--- src/rtl/interp_by4.sv ---
// Upsample-by-4 linear interpolator: each accepted sample yields four outputs
// ramping from the previous sample to the new one (or a zero-order hold).
module interp_by4 #(
    parameter int DATA_W = 8,
    parameter int INTERP = 1
) (
    input  logic              CLKin,
    input  logic              reset,
    input  logic [DATA_W-1:0] data_in,
    input  logic              data_valid,
    output logic              data_ready,
    output logic [DATA_W-1:0] data_out,
    output logic              data_valid_out,
    input  logic              data_ready_in,
    output logic              busy
);

    typedef enum logic {IDLE, EMIT} state_t;

    state_t            state;
    logic [1:0]        phase;
    logic              primed;
    logic [DATA_W-1:0] base;
    logic [DATA_W-1:0] target;
    logic [DATA_W-1:0] last;

    logic              in_acc;
    logic              out_acc;
    logic [DATA_W-1:0] new_base;
    logic [DATA_W-1:0] sel_base;
    logic [DATA_W-1:0] sel_target;
    logic [1:0]        sel_phase;
    logic [2:0]        mult;
    logic signed [DATA_W:0]   diff;
    logic signed [DATA_W+2:0] prod;
    logic signed [DATA_W+2:0] step;
    logic signed [DATA_W+2:0] sum;
    logic [2:0]        unused_sum_hi;
    logic [DATA_W-1:0] next_out;

    // Ready in the final phase lets a new sample load on the same edge the
    // last output of the current ramp is taken, so the stream has no bubble.
    assign data_ready = (state == IDLE) || (phase == 2'd3 && data_ready_in);
    assign in_acc     = data_valid && data_ready;
    assign out_acc    = data_valid_out && data_ready_in;
    assign busy       = (state == EMIT);
    assign new_base   = primed ? last : data_in;

    // One shared interpolation datapath: either the first point of a new ramp
    // or the next point of the current one.
    always_comb begin
        sel_base   = in_acc ? new_base : base;
        sel_target = in_acc ? data_in : target;
        sel_phase  = in_acc ? 2'd0 : phase + 2'd1;
        mult       = {1'b0, sel_phase} + 3'd1;
        diff       = $signed({1'b0, sel_target}) - $signed({1'b0, sel_base});
        prod       = {{2{diff[DATA_W]}}, diff} * {{DATA_W{1'b0}}, mult};
        step       = prod >>> 2;
        sum        = $signed({3'b000, sel_base}) + step;
        next_out   = (INTERP != 0) ? sum[DATA_W-1:0] : sel_target;
    end

    // The result is bounded by base and target, so the top bits carry nothing.
    assign unused_sum_hi = sum[DATA_W+2:DATA_W];

    always_ff @(posedge CLKin) begin
        if (reset) begin
            state          <= IDLE;
            phase          <= 2'd0;
            primed         <= 1'b0;
            base           <= '0;
            target         <= '0;
            last           <= '0;
            data_out       <= '0;
            data_valid_out <= 1'b0;
        end else if (in_acc) begin
            base           <= new_base;
            target         <= data_in;
            last           <= data_in;
            primed         <= 1'b1;
            phase          <= 2'd0;
            state          <= EMIT;
            data_out       <= next_out;
            data_valid_out <= 1'b1;
        end else if (out_acc) begin
            if (phase == 2'd3) begin
                data_valid_out <= 1'b0;
                state          <= IDLE;
            end else begin
                phase    <= phase + 2'd1;
                data_out <= next_out;
            end
        end
    end

endmodule

--- config.mk ---
export PLATFORM = sky130hd
export DESIGN_NAME = interp_by4
export DESIGN_NICKNAME = d
export VERILOG_FILES = /design/src/rtl/interp_by4.sv
export SDC_FILE = /design/constraint.sdc
export NUM_CORES = 1
export LEC_CHECK = 0
export CAP_MARGIN = 5
export CORE_MARGIN = 5
export CORE_UTILIZATION = 53
export DETAILED_ROUTE_END_ITERATION = 16
export MAX_ROUTING_LAYER = met4
export PLACE_DENSITY = 0.8
export SKIP_LAST_GASP = 1
export SLEW_MARGIN = 20
export SYNTH_ARGS = -nofsm -noshare
export SYNTH_HDL_FRONTEND = slang
export SYNTH_SLANG_ARGS = --single-unit
--- constraint.sdc ---
create_clock -name CLKin -period 7.2 [get_ports CLKin]
set_input_delay 1.8 -clock CLKin [delete_from_list [all_inputs] [get_ports CLKin]]
set_output_delay 1.8 -clock CLKin [all_outputs]
set_load 0.01 [all_outputs]
* Word level (Yosys, flattened, before mapping)
Cells that the tools add are included.
Word-level totals: register bits after elaboration 36, latch bits 0, memory bits (writable) 0, bits in read-only memories 0, input bits 12, word-level logic and storage cells 36, memories 0
Cells by class: $add $sub $neg 4, multiply operators 1, divide/modulo/power cells 0, $lt $le $gt $ge 0, equality and inequality tests 2, shift operators 0, muxes and demuxes 10, bitwise gates (word level) 2, reduce and logical (&&, ||, !) cells 10
Operators by type and width (number):
- $mux W8 | 6
- $mul A11 B3 Y10 | 1
- $sub A8 B8 Y9 | 1
- $add A8 B8 Y8 | 1
- $reduce_and A2 Y1 | 3
- $reduce_bool A2 Y1 | 2
- $add A2 B1 Y3 const B | 1
- $logic_and A1 B1 Y1 | 3
- $mux W1 | 3
- $add A2 B1 Y2 const B | 1
- $eq A2 B2 Y1 const B | 1
- $mux W2 | 1
- $ne A2 B2 Y1 const B | 1
- $not A1 Y1 | 2
- $reduce_or A2 Y1 | 1
- $logic_or A1 B1 Y1 | 1

* Depth between registers and ports, before layout
word-level depth 11, mapped depth 31

* Worst setup path before layout
OpenSTA, ideal clock, no wires.
kind input to register, from input port data_ready_in, to register data_out[7], setup time 122 ps, arrival time 7131 ps, data required time 7078 ps, slack -53 ps, stages 28, buffers on the path 2, cell sequence a21boi_4 -> inv_4 -> nand2_4 -> clkbuf_1 -> clkbuf_1 -> a21boi_0 -> ha_1 -> nor4_1 -> a2111oi_2 -> or2_2 -> a31oi_1 -> xnor2_1 -> nand2_1 -> fa_1 -> fa_1 -> nor2b_1 -> o21ai_0 -> a21boi_0 -> o21a_1 -> nor2_1 -> xnor2_1 -> ha_1 -> nor2_1 -> nor2_1 -> and2_1 -> nand3_1 -> a21oi_1 -> a311o_1
On the way: cells in the longest elaborated chain, start to end 10, elaborated cells between the ends (all ways) 17, those cells by class add/sub: 3; mul: 1; eq/ne: 1; mux: 6; reduce/logical: 6
Ends and longest elaborated chain:
- start, declared | line 14 | input logic data_ready_in,
- $logic_and A1 B1 Y1 (*) | line 43 | assign data_ready = (state == IDLE) || (phase == 2'd3 && data_ready_in);
- $logic_or A1 B1 Y1 (*) | line 43
- net data_ready | line 11 | output logic data_ready,
- $logic_and A1 B1 Y1 (*) | line 44 | assign in_acc = data_valid && data_ready;
- $mux W8 or $mux W2 (tied branches)
- $sub A8 B8 Y9 or $add A2 B1 Y3 (tied branches) | line 56, 55
- $mul A11 B3 Y10 | line 57 | prod = {{2{diff[DATA_W]}}, diff} * {{DATA_W{1'b0}}, mult};
- $add A8 B8 Y8 | line 59 | sum = $signed({3'b000, sel_base}) + step;
- $mux W8 | line 86 | if (phase == 2'd3) begin
- $mux W8 | line 85 | end else if (out_acc) begin
- $mux W8 | line 76 | end else if (in_acc) begin
- end signal, assigned | line 83 | data_out <= next_out;
- end signal, assigned | line 91 | data_out <= next_out;
- end, declared | line 12 | output logic [DATA_W-1:0] data_out,
Mark *: on every way through the listed nets, which the timed path passes. The rest lies on a longest branch. The select of a mux whose other input is x is not followed. A chain may end at the register's enable or synchronous reset.

* Worst setup path in the final report
from input port data_in[0], to register data_out[7]
On the way: cells in the longest elaborated chain, start to end 8, elaborated cells between the ends (all ways) 9, those cells by class add/sub: 2; mul: 1; mux: 6
Ends and longest elaborated chain:
- start, declared | line 9 | input logic [DATA_W-1:0] data_in,
- $mux W8 (*) | line 47 | assign new_base = primed ? last : data_in;
- $mux W8 (*)
- net sel_base[0] | line 30 | logic [DATA_W-1:0] sel_base;
- $sub A8 B8 Y9 | line 56 | diff = $signed({1'b0, sel_target}) - $signed({1'b0, sel_base});
- $mul A11 B3 Y10 | line 57
- $add A8 B8 Y8 (*) | line 59
- $mux W8 | line 86
- $mux W8 | line 85
- $mux W8 (*) | line 76
Marks and branches as above.

==> results.py <==
metrics = {
    "power_and_ir_drop": {
        "p_clk_share_pct": 15.2,
        "power_frac_seq_pct": 24.8,
        "switching_power_uw": 382,
        "p_comb_share_pct": 60.0,
        "finalPower_uw": 940,
        "peakVddDrop_mv": 0.156,
        "p_sw_share_pct": 40.6,
        "p_per_area_nw_per_um2": 263,
        "internal_power_uw": 558,
        "p_leak_nw": 1.56,
    },
    "global_route": {
        "use_met1_pct": 27.4,
        "grt_max_degree": 36,
        "globalRouteOverflowTotal": 0,
        "globalRoute.busiestLayer": "met2",
        "grt_pass1_vias": 2897,
        "grtUsageMet3_pct": 3.53,
        "grt_pass1_wl_microns": 12800,
        "antenna_found_initial": 0,
        "met2_usage_pct": 37.8,
        "grt_usage_pct": 22.3,
    },
    "timing": {
        "final.min_clock_period_ns": 6.63,
        "fmax_mhz": 151,
        "finalHoldViolations": 0,
        "max_slew.worst_pin.slew_ns": 0.678,
        "max_slew_margin_pct": 54.7,
        "finalSetupViolCount": 0,
        "whs_ns": 0.456,
        "rsz0062_at_grt": "no",
        "setup_slack_ns": 0.567,
        "finalCritPeriodShare_pct": 92.1,
        "skew_ns": 0.00419,
        "slew_viol_final": 0,
    },
    "logic_synthesis": {
        "synthCells": 375,
        "synth_most_common_cell": "nand2_1",
        "ys_top_cells_by_area": "dfxtp_1 (24%), ha_1 (8.6%), nand2_1 (8.4%)",
        "synth-edff-count": 0,
        "synth_area_per_cell_sq_um": 7.78,
        "synth-async-reset-ratio_pct": 0,
        "synthDistinctLibCells": 63,
        "synth_seq_cells": 35,
        "synth_top_area_share_pct": 24.0,
        "yosysSeqAreaShare_pct": 24.0,
        "ys.flop_type": "dfxtp_1",
        "syn-cell-area_sq_um": 2920,
        "ys_warn_count": 0,
        "synth_top_cells_by_count": "nand2_1 (65), dfxtp_1 (35), a21oi_1 (32), nor2_1 (32), inv_1 (27)",
        "yosys.area.top_type": "dfxtp_1",
        "syn_nets": 415,
    },
    "status": {
        "status": "complete, no violations",
    },
    "worst_setup_path": {
        "start_kind": "input port",
        "cp.arrival_ns": 6.81,
        "critPathKind": "input port to flop",
        "cp_max_fo": 4,
        "rr_endpoint": "data_out[7]$_SDFFE_PP0P_",
        "crit_start": "data_in[0]",
        "rrSetupSlack_ns": 1.69,
        "cp.required_ns": 7.38,
        "reg2reg_from": "primed$_SDFFE_PP0N_",
        "endpoint": "data_out[7]$_SDFFE_PP0P_",
        "critPathCaptureType": "flop",
        "reg2regPathDepth": 25,
    },
    "finish": {
        "layoutNonFillerInstCount": 502,
        "antenna_cells": 0,
        "layout.nets": 469,
        "area_growth_pct": 22.4,
        "fin_area_sq_um": 3570,
        "drive_above_1_share_pct": 17.4,
    },
    "cts": {
        "cts_tree": "done",
        "cts_root_buf": "clkbuf_8",
        "clock-sinks": 35,
        "htreeDepth": 2,
        "cts_hold_buf": 0,
        "clk_path_buf_depth": 2,
        "cts_buffers": 5,
        "clk_pin_slew_ns": 0.08,
        "clk_latency_ns": 0.29,
    },
    "floorplanning": {
        "start_util_pct": 53.7,
        "ios": 23,
        "core_area_sq_um": 5440,
        "die_y_microns": 84.2,
        "die_w_microns": 84.2,
        "num_rows": 27,
        "die-area_sq_um": 7090,
    },
    "drt": {
        "dr.pass1.iters": 4,
        "drt_iter0_drc": 230,
        "num_vias": 2729,
        "wirelength_microns": 7380,
        "route.detailed.drc": 0,
        "wl_per_cell_microns": 14.7,
        "via_per_inst": 5.44,
        "antenna_left": 0,
    },
    "placement": {
        "portBuffers": 22,
        "place_hpwl_microns": 5870,
        "dpl.cell_count": 491,
        "routabilityCongestion": 0.954,
        "pre_cts_ws_ns": -0.170,
        "dpl_cell_area_sq_um": 3420,
    },
    "job": {
        "cap_violations": 0,
    },
    "min_path": {
        "holdCritPathClass": "flop to flop",
        "holdPathStages": 2,
    },
}
registers in the layout, indices dropped and copies added, names as in the netlist:
signal	cells
base	8
data_out	8
busy	1
phase	2
target	7
last	8
primed	1
kinds of logic after synthesis:
logic type | after synthesis | share of synthesized area (%)
AND/OR/NAND/NOR | 149 | 23.6
XOR/XNOR | 25 | 7.50
flip-flops | 35 | 24.0
buffers and inverters | 44 | 6.73
adder cells (fa/ha/maj) | 29 | 14.4
AO/OA/AOI/OAI | 84 | 20.7
multiplexers | 9 | 3.13
worst max-delay path, stage by stage:
cell and delay (ns):
clkdlybuf4s50_1 0.48, mux2i_1 0.06, o21ai_0 0.27, ha_2 0.30
inv_1 0.06, ha_2 0.18, o2111ai_1 0.20, o211ai_1 0.13
o31ai_2 0.33, o31a_1 0.21, a21boi_0 0.25, nand2_1 0.11
fa_1 0.48, inv_1 0.04, ha_1 0.31, a21boi_2 0.17
o21a_1 0.17, nor2_1 0.11, xnor2_1 0.13, ha_1 0.26
nor2_1 0.09, nor2_1 0.06, and2_1 0.17, nand3_1 0.06
a21oi_1 0.07, a311o_1 0.31
cell usage in the layout (no fill, tap or decap), types with 8 or more instances in the layout:
| cell type | instances |
|---|---|
| buf_4 | 40 |
| a21oi_1 | 32 |
| clkdlybuf4s50_1 | 20 |
| nor2_1 | 32 |
| nand2b_1 | 8 |
| nor3_1 | 13 |
| ha_1 | 18 |
| xnor2_1 | 19 |
| fa_1 | 8 |
| inv_1 | 27 |
| mux2i_1 | 8 |
| nand2_1 | 65 |
| dfxtp_1 | 35 |
power by group through the flow:
stage | logic (mW) | clock network, mW | registers [mW]
5_1_grt | 0.631 | 0.156 | 0.236
6_report | 0.564 | 0.143 | 0.233
4_1_cts | 0.548 | 0.146 | 0.233
2_1_floorplan | 0.351 | 0 | 0.241
3_5_place_dp | 0.544 | 0 | 0.238
3_3_place_gp | 0.531 | 0 | 0.236
metal layers:
metal  part of all wire, %  vias to the layer above
met4                   1.6                        0
met1                    44                     1254
met2                    49                       70
met3                   5.5                       15
li1                      -                     1390
met5                     0                        -
how the worst min path moves through the flow:
stage,startpoint,endpoint,slack [ns]
2_1_floorplan,last[0]$_SDFFE_PP0N_,last[0]$_SDFFE_PP0N_,0.44
3_3_place_gp,last[5]$_SDFFE_PP0N_,last[5]$_SDFFE_PP0N_,0.44
3_5_place_dp,data_out[1]$_SDFFE_PP0P_,data_out[1]$_SDFFE_PP0P_,0.45
4_1_cts,data_out[1]$_SDFFE_PP0P_,data_out[1]$_SDFFE_PP0P_,0.46
5_1_grt,last[6]$_SDFFE_PP0N_,last[6]$_SDFFE_PP0N_,0.50
6_report,data_out[1]$_SDFFE_PP0P_,data_out[1]$_SDFFE_PP0P_,0.46
stage by stage:
stage / utilization, % / setup TNS (ns)
2_1_floorplan: - / 0
3_3_place_gp: 62.9 / -0.0357
3_5_place_dp: 62.9 / -0.241
4_1_cts: 64.5 / 0
5_1_grt: 65.7 / 0
6_report: 65.7 / 0
final cells by class:
class	instances	area, sq um
Clock buffer	6	72.6
Multi-Input combinational cell	296	2060
Fill cell	447	1870
Tap cell	72	90.1
Clock inverter	2	12.5
Timing Repair Buffer	62	526
Sequential cell	35	701
Inverter	29	111
timing repair:
action | CTS | global route
buffers inserted | 0 | 3
resized for setup | 0 | 15
endpoints found under the hold margin | 0 | 0
endpoints found under the setup margin | 0 | 3
(Power assumes the default switching activity.)
